File: src/rtl/insn_decode_stage.sv
// Instruction decode stage: classifies raw opcodes, queues decoded ops in a small FIFO and
// fences issue after system-register writes and control transfers until they resolve.

module insn_decode_stage #(
    parameter int unsigned PC_W          = 32,
    parameter int unsigned DEPTH         = 4,
    parameter bit          SERIALIZE_MTS = 1'b1
) (
    input  logic                     clk,
    input  logic                     rst,

    input  logic                     in_valid,
    output logic                     in_ready,
    input  logic [31:0]              in_insn,
    input  logic [PC_W-1:0]          in_pc,

    output logic                     out_valid,
    input  logic                     out_ready,
    output logic [PC_W-1:0]          out_pc,
    output logic [2:0]               out_class,
    output logic [4:0]               out_rd,
    output logic [9:0]               out_sysreg,

    input  logic                     sysreg_wr_done,
    input  logic                     redirect,

    output logic [$clog2(DEPTH):0]   count,
    output logic                     busy
);

    localparam int unsigned PTR_W = $clog2(DEPTH);
    localparam int unsigned CNT_W = PTR_W + 1;
    localparam int unsigned ENT_W = PC_W + 3 + 5 + 10;

    localparam logic [1:0] StRun       = 2'd0;
    localparam logic [1:0] StWaitWr    = 2'd1;
    localparam logic [1:0] StWaitRedir = 2'd2;

    localparam logic [2:0] ClsNop  = 3'd0;
    localparam logic [2:0] ClsMts  = 3'd1;
    localparam logic [2:0] ClsMfs  = 3'd2;
    localparam logic [2:0] ClsRet  = 3'd3;
    localparam logic [2:0] ClsJsrr = 3'd4;
    localparam logic [2:0] ClsIll  = 3'd7;

    logic [1:0]       state_q, state_d;
    logic [PTR_W-1:0] wr_ptr_q, wr_ptr_d;
    logic [PTR_W-1:0] rd_ptr_q, rd_ptr_d;
    logic [CNT_W-1:0] count_q, count_d;
    logic [ENT_W-1:0] mem_q [DEPTH];

    logic             sys_space;
    logic             br_space;
    logic [2:0]       dec_class;
    logic             accept;
    logic             pop;
    logic [ENT_W-1:0] head;

    // Combinational decode of the incoming opcode, highest priority first.
    always_comb begin
        sys_space = (in_insn[31:23] == 9'd0);
        br_space  = (in_insn[31:27] == 5'b01001);
        dec_class = ClsIll;
        if (sys_space && in_insn[7:0] == 8'h0D) begin
            dec_class = ClsMts;
        end else if (sys_space && in_insn[7:0] == 8'h0C) begin
            dec_class = ClsMfs;
        end else if (sys_space && in_insn[7:2] == 6'd0 && in_insn[0]) begin
            dec_class = ClsNop;
        end else if (br_space && in_insn[26:23] == 4'b0000) begin
            dec_class = ClsRet;
        end else if (br_space && in_insn[26:23] == 4'b0010 && in_insn[20:18] == 3'b000) begin
            dec_class = ClsJsrr;
        end
    end

    // A full FIFO blocks input even when the head is popped in the same cycle.
    assign in_ready  = !rst && (state_q == StRun) && (count_q != CNT_W'(DEPTH)) && !redirect;
    assign accept    = in_valid && in_ready;
    assign out_valid = (count_q != '0);
    assign pop       = out_valid && out_ready;
    assign count     = count_q;
    assign busy      = (state_q != StRun) || (count_q != '0);

    assign head = mem_q[rd_ptr_q];
    assign {out_pc, out_class, out_rd, out_sysreg} = head;

    always_comb begin
        wr_ptr_d = wr_ptr_q;
        rd_ptr_d = rd_ptr_q;
        count_d  = count_q;
        if (accept) begin
            wr_ptr_d = wr_ptr_q + PTR_W'(1);
        end
        if (pop) begin
            rd_ptr_d = rd_ptr_q + PTR_W'(1);
        end
        if (accept && !pop) begin
            count_d = count_q + CNT_W'(1);
        end else if (pop && !accept) begin
            count_d = count_q - CNT_W'(1);
        end
        if (redirect) begin
            wr_ptr_d = '0;
            rd_ptr_d = '0;
            count_d  = '0;
        end
    end

    always_comb begin
        state_d = state_q;
        unique case (state_q)
            StRun: begin
                if (accept) begin
                    if (SERIALIZE_MTS && dec_class == ClsMts) begin
                        state_d = StWaitWr;
                    end else if (dec_class == ClsRet || dec_class == ClsJsrr) begin
                        state_d = StWaitRedir;
                    end
                end
            end
            StWaitWr: begin
                if (sysreg_wr_done) begin
                    state_d = StRun;
                end
            end
            StWaitRedir: state_d = StWaitRedir;
            default:     state_d = StRun;
        endcase
        // Redirect overrides every other event, whatever the current state.
        if (redirect) begin
            state_d = StRun;
        end
    end

    always_ff @(posedge clk) begin
        if (rst) begin
            state_q  <= StRun;
            wr_ptr_q <= '0;
            rd_ptr_q <= '0;
            count_q  <= '0;
        end else begin
            state_q  <= state_d;
            wr_ptr_q <= wr_ptr_d;
            rd_ptr_q <= rd_ptr_d;
            count_q  <= count_d;
        end
    end

    always_ff @(posedge clk) begin
        if (accept) begin
            mem_q[wr_ptr_q] <= {in_pc, dec_class, in_insn[22:18], in_insn[17:8]};
        end
    end

endmodule

File: config.mk
export PLATFORM = sky130hd
export DESIGN_NAME = insn_decode_stage
export DESIGN_NICKNAME = d
export VERILOG_FILES = /design/src/rtl/insn_decode_stage.sv
export SDC_FILE = /design/constraint.sdc
export NUM_CORES = 1
export LEC_CHECK = 0
export BUFFER_PORTS_ARGS = -buffer_cell sky130_fd_sc_hd__buf_2
export CORE_MARGIN = 4
export CORE_UTILIZATION = 55
export CTS_BUF_LIST = sky130_fd_sc_hd__clkbuf_8
export CTS_CLUSTER_SIZE = 8
export DETAILED_ROUTE_END_ITERATION = 16
export PLACE_DENSITY = 0.78
export SETUP_SLACK_MARGIN = 0.4
export SYNTH_ARGS = -nofsm -noshare
export SYNTH_HDL_FRONTEND = slang
export SYNTH_SLANG_ARGS = --single-unit
File: constraint.sdc
create_clock -name clk -period 3.4 [get_ports clk]
set_clock_uncertainty 0.1 [all_clocks]
set_input_delay 0.34 -clock clk [delete_from_list [all_inputs] [get_ports clk]]
set_output_delay 0.34 -clock clk [all_outputs]
set_load 0.01 [all_outputs]
==> impl_results.md, run 1 <==
* Worst reg2reg setup slack at 880 ps
* Pin count of the biggest net entering global routing at 51
* CP Class: register to output pin
* Post-synth EDFFs at 200
* First-pass GRT wire length at 23.49 mm
* Maximum vdd drop at 0.2652 mV
* Synth Flop Type: edfxtp_1
* # port buffers at 125
* Synth Instances at 341
* Final Hold Viols at 0
* CTS tree: built
* Post-Syn Area at 7878 um^2
* Synth Register Bits at 211
* Congestion Overflow GR at 0
* Crit path time final at 2603 ps
* Dpl cell area at 8807 um^2
* FP Rows at 43
* Die H at 127.7 um
* Antenna Cells at 0
* Top post-synthesis cells by area: edfxtp_1 76%, mux4_2 14%, dfxtp_1 2.8%, ha_1 0.79%, nor2_1 0.52%
* Core area at 13930 um^2
* Compound-gate portion of the synthesized area at 0.01112
* Setup violators final at 0
* Post-synthesis mux area share at 0.1468
* I/O pin cnt at 126
* P_leak at 3.447 nW
* Cts bufs inserted at 34
* Most frequent cells after synthesis: 200 x edfxtp_1, 50 x mux4_2, 11 x dfxtp_1, 11 x nor2_1, 8 x clkbuf_1
* Iter 0 DRT Violations at 198
* GPL Wtd Cong at 0.7966
* Seq/Total Area, Yosys at 0.7903
* Critical Path RT at 2960 ps
* Fill cell count at 826
* Worst hold endpoint: state_q[0]$_SDFFE_PP0P_
* Area Overhead vs Synth at 24.81%
* Clock sink count at 211
* Yosys warns at 0
* Dpl hpwl at 8.933 mm
* Grt met2 use at 0.3242
* Cell with the most instances after synthesis: edfxtp_1
* Status: finished clean
* Mapped Nets at 417
* Fin crit share at 0.7656
* Share of cells above drive strength 1 at 0.4089
* RSZ-0062 raised after global routing: no
* Post-Synth Simple-Gate Area at 0.02652
* Worst setup SP type: register
* Core Util, Final at 0.7056
* Initial Utilization at 0.5653
* Hold Crit Class: primary input to register
* Unique masters post-synth at 34
* Vias in the first global route at 4529
* Post-route DRC at 0
* Total vias in the final route at 4034
* Reg clk slew, reported paths at 60 ps
* Slew Limit Fails at 0
* M1 GR Usage at 0.2412
* Largest family of logic cells by synthesized area: multiplexers
* Final #Nets at 619
* Async set-reset flop share out of synthesis at 0
* Global-route usage over all layers at 0.1878
* Register Area at 6231 um^2
* Die Wd at 127.7 um
* Worst R2R End: count[2]$_SDFFE_PP0P_
* WL per Instance at 19.80 um
* Initial antenna violation count at 0
* Crit end category: output pin
* Worst Hold Depth at 4
* P per Cell Area at 505.3 nW/um^2
* Routed WL at 14.66 mm
* Final TNS setup at 0 ps
* Reg-to-Reg Start: count[0]$_SDFFE_PP0P_
* Area share of xor/xnor cells in the synthesized design at 0.004447
* Fin area at 9832 um^2
* Tightest Pin Transition at 556.3 ps
* Root Buffer: clkbuf_8
* Synth Area per Inst at 23.10 um^2
* Adder-cell share of the synthesized area at 0.01048
* H-tree depth at 2
* CP max FO at 32
* DRT antenna net count at 0
* TritonRoute pass-1 iters at 4
* DIE AREA at 16300 um^2
* DR vias/cell at 5.451
* Hold path startpoint: sysreg_wr_done
* Max-Cap Viols at 0
* Clock latency on the worst-skew pair at 480 ps
* Max_slew headroom at 0.6291
* Met3 global-route usage at 0.04167
* Power Total at 0.004968 W
* CTS Buffer Depth at 3
* Fmax at 384.2 MHz
* Area taken by multi-input logic gates at 1575 um^2
* Synth top area share at 0.7624
* Arrival time worst endpoint at 2160 ps
* Gr busiest metal: met2
* FF-to-FF path depth at 8
* Dominant cell type by area after synthesis: edfxtp_1
-- worst max path at each step --
stage	startpoint	end	slack, ps	cells past startpoint
CTS	register	out_pc[5]	700	3
floorplan	rst	mem_q[0][0]$_DFFE_PP_	690	4
global placement	rst	count[2]$_SDFFE_PP0P_	810	9
global route	register	out_pc[20]	630	3
finish	register	out_pc[5]	800	3
detailed placement	rst	count[2]$_SDFFE_PP0P_	660	9
-- layout make-up --
cell class / count / share of cell area
well taps: 180 / 0.02291
clock inverters: 18 / 0.007381
repair buffers: 180 / 0.1252
inverters: 4 / 0.001527
multi-input cells: 112 / 0.1602
clock buffers: 35 / 0.04899
flip-flops and latches: 211 / 0.6337
-- layout by cell type, fill, tap and decap left out, types with 5 or more instances in the layout --
cell	instances
dfxtp_1	9
clkbuf_8	35
buf_12	6
nor2_1	11
inv_1	18
mux4_2	50
ha_1	5
buf_2	125
edfxtp_1	200
dlygate4sd3_1	47
-- layer usage --
layer	share of wire	vias up
met1	0.40	2026
met3	0.072	22
met5	0	-
met4	0.017	0
met2	0.51	151
li1	-	1835
-- cell families (layout without fill, tap and decap cells) --
kind of cell | count (synthesis) | after routing
compound gates | 11 | 11
fa+ha+maj | 6 | 6
xor+xnor | 4 | 4
buf+inv | 18 | 237
flops | 211 | 211
simple gates | 38 | 38
mux | 53 | 53
-- where the power goes --
part	leakage, nW	internal (W)	switching [W]
combinational	1.19	0.000139	0.000125
clock	0.333	0.000941	0.000873
sequential	1.92	0.00287	0.0000151
total	3.45	0.00396	0.00101
-- registers in the layout, indices dropped and copies added, names as in the netlist, named ones only --
name,flops
wr_ptr_q,2
rd_ptr_q,2
mem_q,200
count,3
state_q,2
-- worst max-delay path, cell delays in order, from the launching register on --
cell     delay, ps
dfxtp_4        600
buf_12         310
mux4_2         570
buf_2          160
-- per-stage QoR --
stage,hold WS [ps],setup slack [ps],cells
global route,59.38,633.1,740
CTS,19.73,703.4,740
detailed placement,416.2,663.0,640
global placement,387.6,812.4,640
floorplan,338.9,694.9,341
finish,50.73,796.9,740
-- timing repair --
action	4_1_cts	5_1_grt
setup endpoints to repair	0	0
hold endpoints to repair	188	0
gates resized for setup	0	0
hold buffers	47	0
setup buffers	0	0
Note: power is estimated with default switching activity, not from simulation.
==> run 2: changes to the inputs <==
--- a/config.mk
+++ b/config.mk
@@ -5,9 +5,10 @@
 export SDC_FILE = /design/constraint.sdc
 export NUM_CORES = 1
 export LEC_CHECK = 0
+export ABC_AREA = 1
 export BUFFER_PORTS_ARGS = -buffer_cell sky130_fd_sc_hd__buf_2
 export CORE_MARGIN = 4
-export CORE_UTILIZATION = 55
+export CORE_UTILIZATION = 53
 export CTS_BUF_LIST = sky130_fd_sc_hd__clkbuf_8
 export CTS_CLUSTER_SIZE = 8
 export DETAILED_ROUTE_END_ITERATION = 16
==> constraint.sdc (replaced) <==
create_clock -name clk -period 2.2 [get_ports clk]
set_clock_uncertainty 0.1 [all_clocks]
set_input_delay 0.22 -clock clk [delete_from_list [all_inputs] [get_ports clk]]
set_output_delay 0.22 -clock clk [all_outputs]
set_load 0.01 [all_outputs]
==> impl_results.md, run 2 <==
* Vias in the first global route at 5870 (+30%)
* Final WS setup at 87.94 ps (-709.0 ps)
* FF-to-FF path depth at 13 (+5)
* Final #Nets at 916 (+48%)
* Synth Area per Inst at 13.42 um^2 (-42%)
* Number of flip-flops in the largest register at 200 (unchanged)
* TritonRoute pass-1 iters at 5 (+1)
* Arrival time worst endpoint at 1790 ps (-370 ps)
* Place WS at 140.8 ps (-522.2 ps)
* Unique masters post-synth at 28 (-18%)
* Post-route DRC at 0 (unchanged)
* Die H at 131.9 um (+3.3%)
* Core area at 15090 um^2 (+8.3%)
* CTS tree: built
* Maximum vdd drop at 0.4665 mV (+76%)
* Max_slew headroom at 0.7470 (+0.1178)
* P_leak at 4.158 nW (+21%)
* Total vias in the final route at 5973 (+48%)
* FP Rows at 45 (+4.7%)
* Most frequent cells after synthesis: 200 x edfxtp_1, 126 x nor2_1, 92 x o21ai_0
* Critical Path RT at 1880 ps (-1080 ps)
* Status: finished clean
* Final TNS setup at 0 ps (unchanged)
* Max-Cap Viols at 0 (unchanged)
* First-pass GRT wire length at 29.48 mm (+26%)
* Iter 0 DRT Violations at 616 (+210%)
* Most frequent cells in the layout: 200 x edfxtp_1, 124 x buf_2, 119 x nor2_1
* Critical-path top delay cell: dfxtp_4
* Post-synth EDFFs at 200 (unchanged)
* Area Overhead vs Synth at 34.82%
* Hold Crit Class: primary input to register
* CTS Buffer Depth at 3 (unchanged)
* Fill cell count at 924 (+12%)
* Worst setup SP type: register
* Mapped Nets at 682 (+64%)
* H-tree depth at 2 (unchanged)
* Crit end category: output pin
* Slew Limit Fails at 0 (unchanged)
* # port buffers at 125 (unchanged)
* Pin count of the biggest net entering global routing at 40 (-22%)
* Share of cells above drive strength 1 at 0.2922 (-0.1167)
* Critical path cell sequence: buf_4, buf_16, o21ai_0, o22ai_1, buf_2
* GPL Wtd Cong at 0.7806 (-2.0%)
* Antenna Cells at 0 (unchanged)
* Post-Syn Area at 8133 um^2 (+3.2%)
* Die Wd at 131.9 um (+3.3%)
* I/O pin cnt at 126 (unchanged)
* Fin crit share at 0.9600
* Dpl hpwl at 10.49 mm (+17%)
* Synth Flop Type: edfxtp_1
* Global-route usage over all layers at 0.2120 (+0.02416)
* End point of the critical path: out_sysreg[6]
* Reg-to-Reg Start: state_q[0]$_SDFFE_PP0P_
* Final Hold Viols at 0 (unchanged)
* Initial Utilization at 0.5390 (-0.02635)
* RSZ-0062 raised after global routing: yes
* Root Buffer: clkbuf_8
* Clock sink count at 211 (unchanged)
* Synth Register Bits at 211 (unchanged)
* Cell with the most instances after synthesis: edfxtp_1
* Routed WL at 21.58 mm (+47%)
* Fmax at 473.5 MHz
* Cts bufs inserted at 34 (unchanged)
* DR vias/cell at 5.705 (+4.7%)
* CP max FO at 7 (-78%)
* Worst reg2reg setup slack at 260 ps (-620 ps)
* Reg clk slew, reported paths at 60 ps (about the same)
* WL per Instance at 20.62 um (+4.1%)
* Initial antenna violation count at 0 (unchanged)
* Top post-synthesis cells by area: edfxtp_1 74%, nor2_1 5.8%, o21ai_0 5.7%, o22ai_1 3.8%, dfxtp_1 2.7%
* Congestion Overflow GR at 0 (unchanged)
* CP Class: register to output pin
* Seq/Total Area, Yosys at 0.7655 (-0.02480)
* Async set-reset flop share out of synthesis at 0 (unchanged)
* Crit path time final at 2112 ps
* Dpl cell area at 9196 um^2 (+4.4%)
* DIE AREA at 17390 um^2 (+6.7%)
* Synth Instances at 606 (+78%)
* Synth top area share at 0.7385 (-0.02393)
* Commonest non-fill, non-tap cell in the layout: edfxtp_1
* CP max stage delay at 440 ps (-160 ps)
* Setup violators final at 0 (unchanged)
* P per Cell Area at 732.4 nW/um^2 (+45%)
* Fin area at 10960 um^2 (+12%)
* Yosys warns at 0 (unchanged)
* Worst R2R End: count[2]$_SDFFE_PP0P_
* DRT antenna net count at 0 (unchanged)
* Most flops, register: mem_q
* Clock latency on the worst-skew pair at 490 ps (about the same)
* Dominant cell type by area after synthesis: edfxtp_1
* Tightest Pin Transition at 378.7 ps (-177.6 ps)
-- run 2: cell types whose count changed in the layout (fill, tap and decap cells not counted), moves of 7 or more --
cell,change
inv_1,+20
mux4_2,-50
nand2_1,+19
buf_16,+7
nor2_1,+108
buf_12,+8
o21ai_0,+75
o22ai_1,+46
o21ai_1,+22
buf_4,+14
dlygate4sd3_1,+7
-- run 2: worst min-delay path by stage --
stage	from	endpoint	slack [ps]	cells past startpoint
4_1_cts	redirect	count[2]$_SDFFE_PP0P_	50	4
3_3_place_gp	in_pc[2]	mem_q[2][20]$_DFFE_PP_	330	1
6_report	redirect	count[2]$_SDFFE_PP0P_	70	4
3_5_place_dp	in_pc[2]	mem_q[3][20]$_DFFE_PP_	340	1
5_1_grt	redirect	count[2]$_SDFFE_PP0P_	80	4
2_1_floorplan	in_insn[8]	mem_q[0][0]$_DFFE_PP_	220	0
-- run 2: metrics by stage --
step / std cells / hold WS (ps) / power [W] / utilization
after floorplan: 606 / 218.9 / 0.004720 / -
after global placement: 907 / 329.7 / 0.004916 / 0.6095
after detailed placement: 907 / 335.6 / 0.004938 / 0.6095
final: 1047 / 68.62 / 0.008030 / 0.7266
after CTS: 1028 / 52.13 / 0.007914 / 0.7043
after global routing: 1047 / 81.71 / 0.008299 / 0.7266
-- run 2: cell type report --
class                      count  area [um^2]  area share
timing repair buffer         230         2017      0.1840
inverter                      29        121.4     0.01107
clock buffer                  37        509.2     0.04645
clock inverter                18        72.57    0.006619
tap                          188        235.2     0.02145
sequential                   211         6241      0.5692
multi-input combinational    334         1768      0.1612
-- run 2: critical path: cells and delay by family (launching register included) --
family	cells	cell delay, ps
flip-flops	1	440
AO/OA/AOI/OAI	2	390
buffers and inverters	3	460
-- run 2: cell families after synthesis --
kind of cell / share of synthesized area
DFF: 0.7655
and+or+nand+nor: 0.08492
AOI/OAI and AO/OA: 0.1094
buffers and inverters: 0.03000
adders and majority gates: 0.01015
-- run 2: routing by layer --
| layer | track usage | share of wire | up-vias |
|---|---|---|---|
| met5 | 0 | 0 | - |
| met4 | 0.06884 | 0.023 | 0 |
| met3 | 0.04466 | 0.085 | 51 |
| met2 | 0.3780 | 0.53 | 351 |
| met1 | 0.2587 | 0.37 | 2862 |
| li1 | - | - | 2709 |
-- run 2: repair_timing --
action,4_1_cts,5_1_grt
endpoints found under the setup margin,52,92
hold endpoints to repair,191,1
resized for setup,39,28
setup buffers,7,9
gates cloned,5,10
hold buffers,54,1
pin swaps,4,5
-- run 2: power by group --
group | total (W) | internal (W) | leakage (nW) | switching, W
combinational | 0.000588 | 0.000285 | 1.88 | 0.000303
sequential | 0.00445 | 0.00443 | 1.93 | 0.0000172
clock | 0.00299 | 0.00153 | 0.348 | 0.00146
total | 0.00803 | 0.00625 | 4.16 | 0.00178
==> run 3: changes to the inputs <==
--- a/config.mk
+++ b/config.mk
@@ -13,6 +13,7 @@
 export CTS_CLUSTER_SIZE = 8
 export DETAILED_ROUTE_END_ITERATION = 16
 export PLACE_DENSITY = 0.78
+export RECOVER_POWER = 100
 export SETUP_SLACK_MARGIN = 0.4
 export SYNTH_ARGS = -nofsm -noshare
 export SYNTH_HDL_FRONTEND = slang
==> impl_results.md, run 3 (synthesized netlist as in run 2, its figures left out) <==
* Most flops, register: mem_q
* Clock latency on the worst-skew pair at 500 ps (about the same)
* Cts bufs inserted at 34 (unchanged)
* I/O pin cnt at 126 (unchanged)
* RSZ-0062 raised after global routing: yes
* Most frequent cells in the layout: 200 x edfxtp_1, 119 x nor2_1, 95 x clkbuf_1
* Die Wd at 131.9 um (unchanged)
* Met1 wire length at 7.975 mm (+1.2%)
* Total vias in the final route at 5995 (+0.37%)
* Die H at 131.9 um (unchanged)
* Initial Utilization at 0.5390 (unchanged)
* GPL Wtd Cong at 0.7806 (unchanged)
* Fin area at 10770 um^2 (-1.8%)
* Worst setup SP type: register
* Dpl hpwl at 10.49 mm (unchanged)
* First-pass GRT wire length at 29.48 mm (unchanged)
* Min Hold Slack at 67.64 ps (-0.9861 ps)
* Core area at 15090 um^2 (unchanged)
* Tightest Pin Transition at 363.4 ps (-15.25 ps)
* Max-Cap Viols at 0 (unchanged)
* DRT antenna net count at 0 (unchanged)
* Crit end category: output pin
* Hold path startpoint: redirect
* Global-route usage over all layers at 0.2120 (unchanged)
* Status: finished clean
* Commonest non-fill, non-tap cell in the layout: edfxtp_1
* Max_slew headroom at 0.7577 (+0.01077)
* Initial antenna violation count at 0 (unchanged)
* Core Util, Final at 0.7135 (-0.01310)
* Reg clk slew, reported paths at 60 ps (about the same)
* P per Cell Area at 742.0 nW/um^2 (+1.3%)
* TritonRoute pass-1 iters at 4 (-1)
* Pin count of the biggest net entering global routing at 40 (unchanged)
* WL per Instance at 20.68 um (+0.32%)
* Final #Nets at 916 (unchanged)
* # port buffers at 125 (unchanged)
* Iter 0 DRT Violations at 615 (-0.16%)
* Vias in the first global route at 5870 (unchanged)
* Congestion Overflow GR at 0 (unchanged)
* P_leak at 3.864 nW (-7.1%)
* CTS tree: built
* Top routing layer used: met4
* Area taken by multi-input logic gates at 1750 um^2 (-0.99%)
* Number of flip-flops in the largest register at 200 (unchanged)
* Total length of routed met3 wires at 1.742 mm (-4.8%)
* Arrival time worst endpoint at 1780 ps (about the same)
* Fin crit share at 0.9549 (-0.005170)
* H-tree depth at 2 (unchanged)
* Hold Crit Class: primary input to register
* Area Overhead vs Synth at 32.38%
* Routed WL at 21.65 mm (+0.32%)
* CP Class: register to output pin
* DIE AREA at 17390 um^2 (unchanged)
* Post-route DRC at 0 (unchanged)
* Worst hold endpoint: count[2]$_SDFFE_PP0P_
* Root Buffer: clkbuf_8
* Share of cells above drive strength 1 at 0.1769 (-0.1153)
* Fmax at 476.0 MHz (+0.54%)
* FP Rows at 45 (unchanged)
* Antenna Cells at 0 (unchanged)
* Worst R2R End: count[1]$_SDFFE_PP0P_
* Worst Hold Depth at 4 (unchanged)
* Register Area at 6238 um^2 (about the same)
* Met2 WL at 11.34 mm (-0.28%)
* Dpl cell area at 9196 um^2 (unchanged)
* CTS Buffer Depth at 3 (unchanged)
* Worst reg2reg setup slack at 130 ps (-130 ps)
* Fill cell count at 985 (+6.6%)
* Reg-to-Reg Start: count[1]$_SDFFE_PP0P_
* Clock sink count at 211 (unchanged)
* Setup violators final at 0 (unchanged)
* FF-to-FF path depth at 9 (-4)
* Final TNS setup at 0 ps (unchanged)
* Critical Path RT at 1880 ps (about the same)
* Slew Limit Fails at 0 (unchanged)
* CP max FO at 7 (unchanged)
* Crit path time final at 2101 ps (-11.37 ps)
* Final Hold Viols at 0 (unchanged)
* Maximum vdd drop at 0.4649 mV (-0.34%)
* DR vias/cell at 5.726 (+0.37%)
[run 3: per-layer routing]
layer  up-vias  GRT usage
li1       2704          -
met1      2896     0.2587
met2       342     0.3780
met3        53    0.04466
met4         0    0.06884
met5         -          0
[run 3: worst max-delay path, stage by stage, from the launching register on]
cell	delay (ps)
dfxtp_4	440
buf_4	160
buf_16	110
o21ai_0	90
o22ai_1	280
clkbuf_1	190
[run 3: power by group]
part | internal [W] | switching, W | total (W)
registers | 0.00443 | 0.0000171 | 0.00445
clock network | 0.00153 | 0.00146 | 0.00299
logic | 0.000249 | 0.000305 | 0.000554
total | 0.00621 | 0.00178 | 0.00799
[run 3: through the flow]
stage,cells,total power [W],setup WS [ps]
after floorplan,606,0.004720,121.1
after global placement,907,0.004916,200.3
after detailed placement,907,0.004938,140.8
after CTS,1028,0.007914,186.8
after global routing,1047,0.008261,29.59
final,1047,0.007989,99.31
[run 3: cell type report]
type	count	share of cell area
clock buffer	37	0.04730
sequential	211	0.5794
tap	188	0.02185
inverter	29	0.01116
clock inverter	18	0.006740
multi-input combinational	334	0.1626
timing repair buffer	230	0.1709
[run 3: timing repair]
item                                    4_1_cts  5_1_grt
cloned                                        5       10
setup buffers                                 7        9
gates resized for setup                      39       28
hold buffers                                 54        1
pin swaps                                     4        5
endpoints found under the setup margin       52       92
endpoints found under the hold margin       191        1
[run 3: worst max-delay path by stage]
stage / start / to / slack (ps) / cells after the start
finish: register / out_pc[27] / 100 / 5
global route: register / out_pc[13] / 30 / 5
CTS: register / out_pc[23] / 190 / 5
detailed placement: rst / count[1]$_SDFFE_PP0P_ / 140 / 10
global placement: rst / count[1]$_SDFFE_PP0P_ / 200 / 10
floorplan: state_q[0]$_SDFFE_PP0P_ / mem_q[0][0]$_DFFE_PP_ / 120 / 5
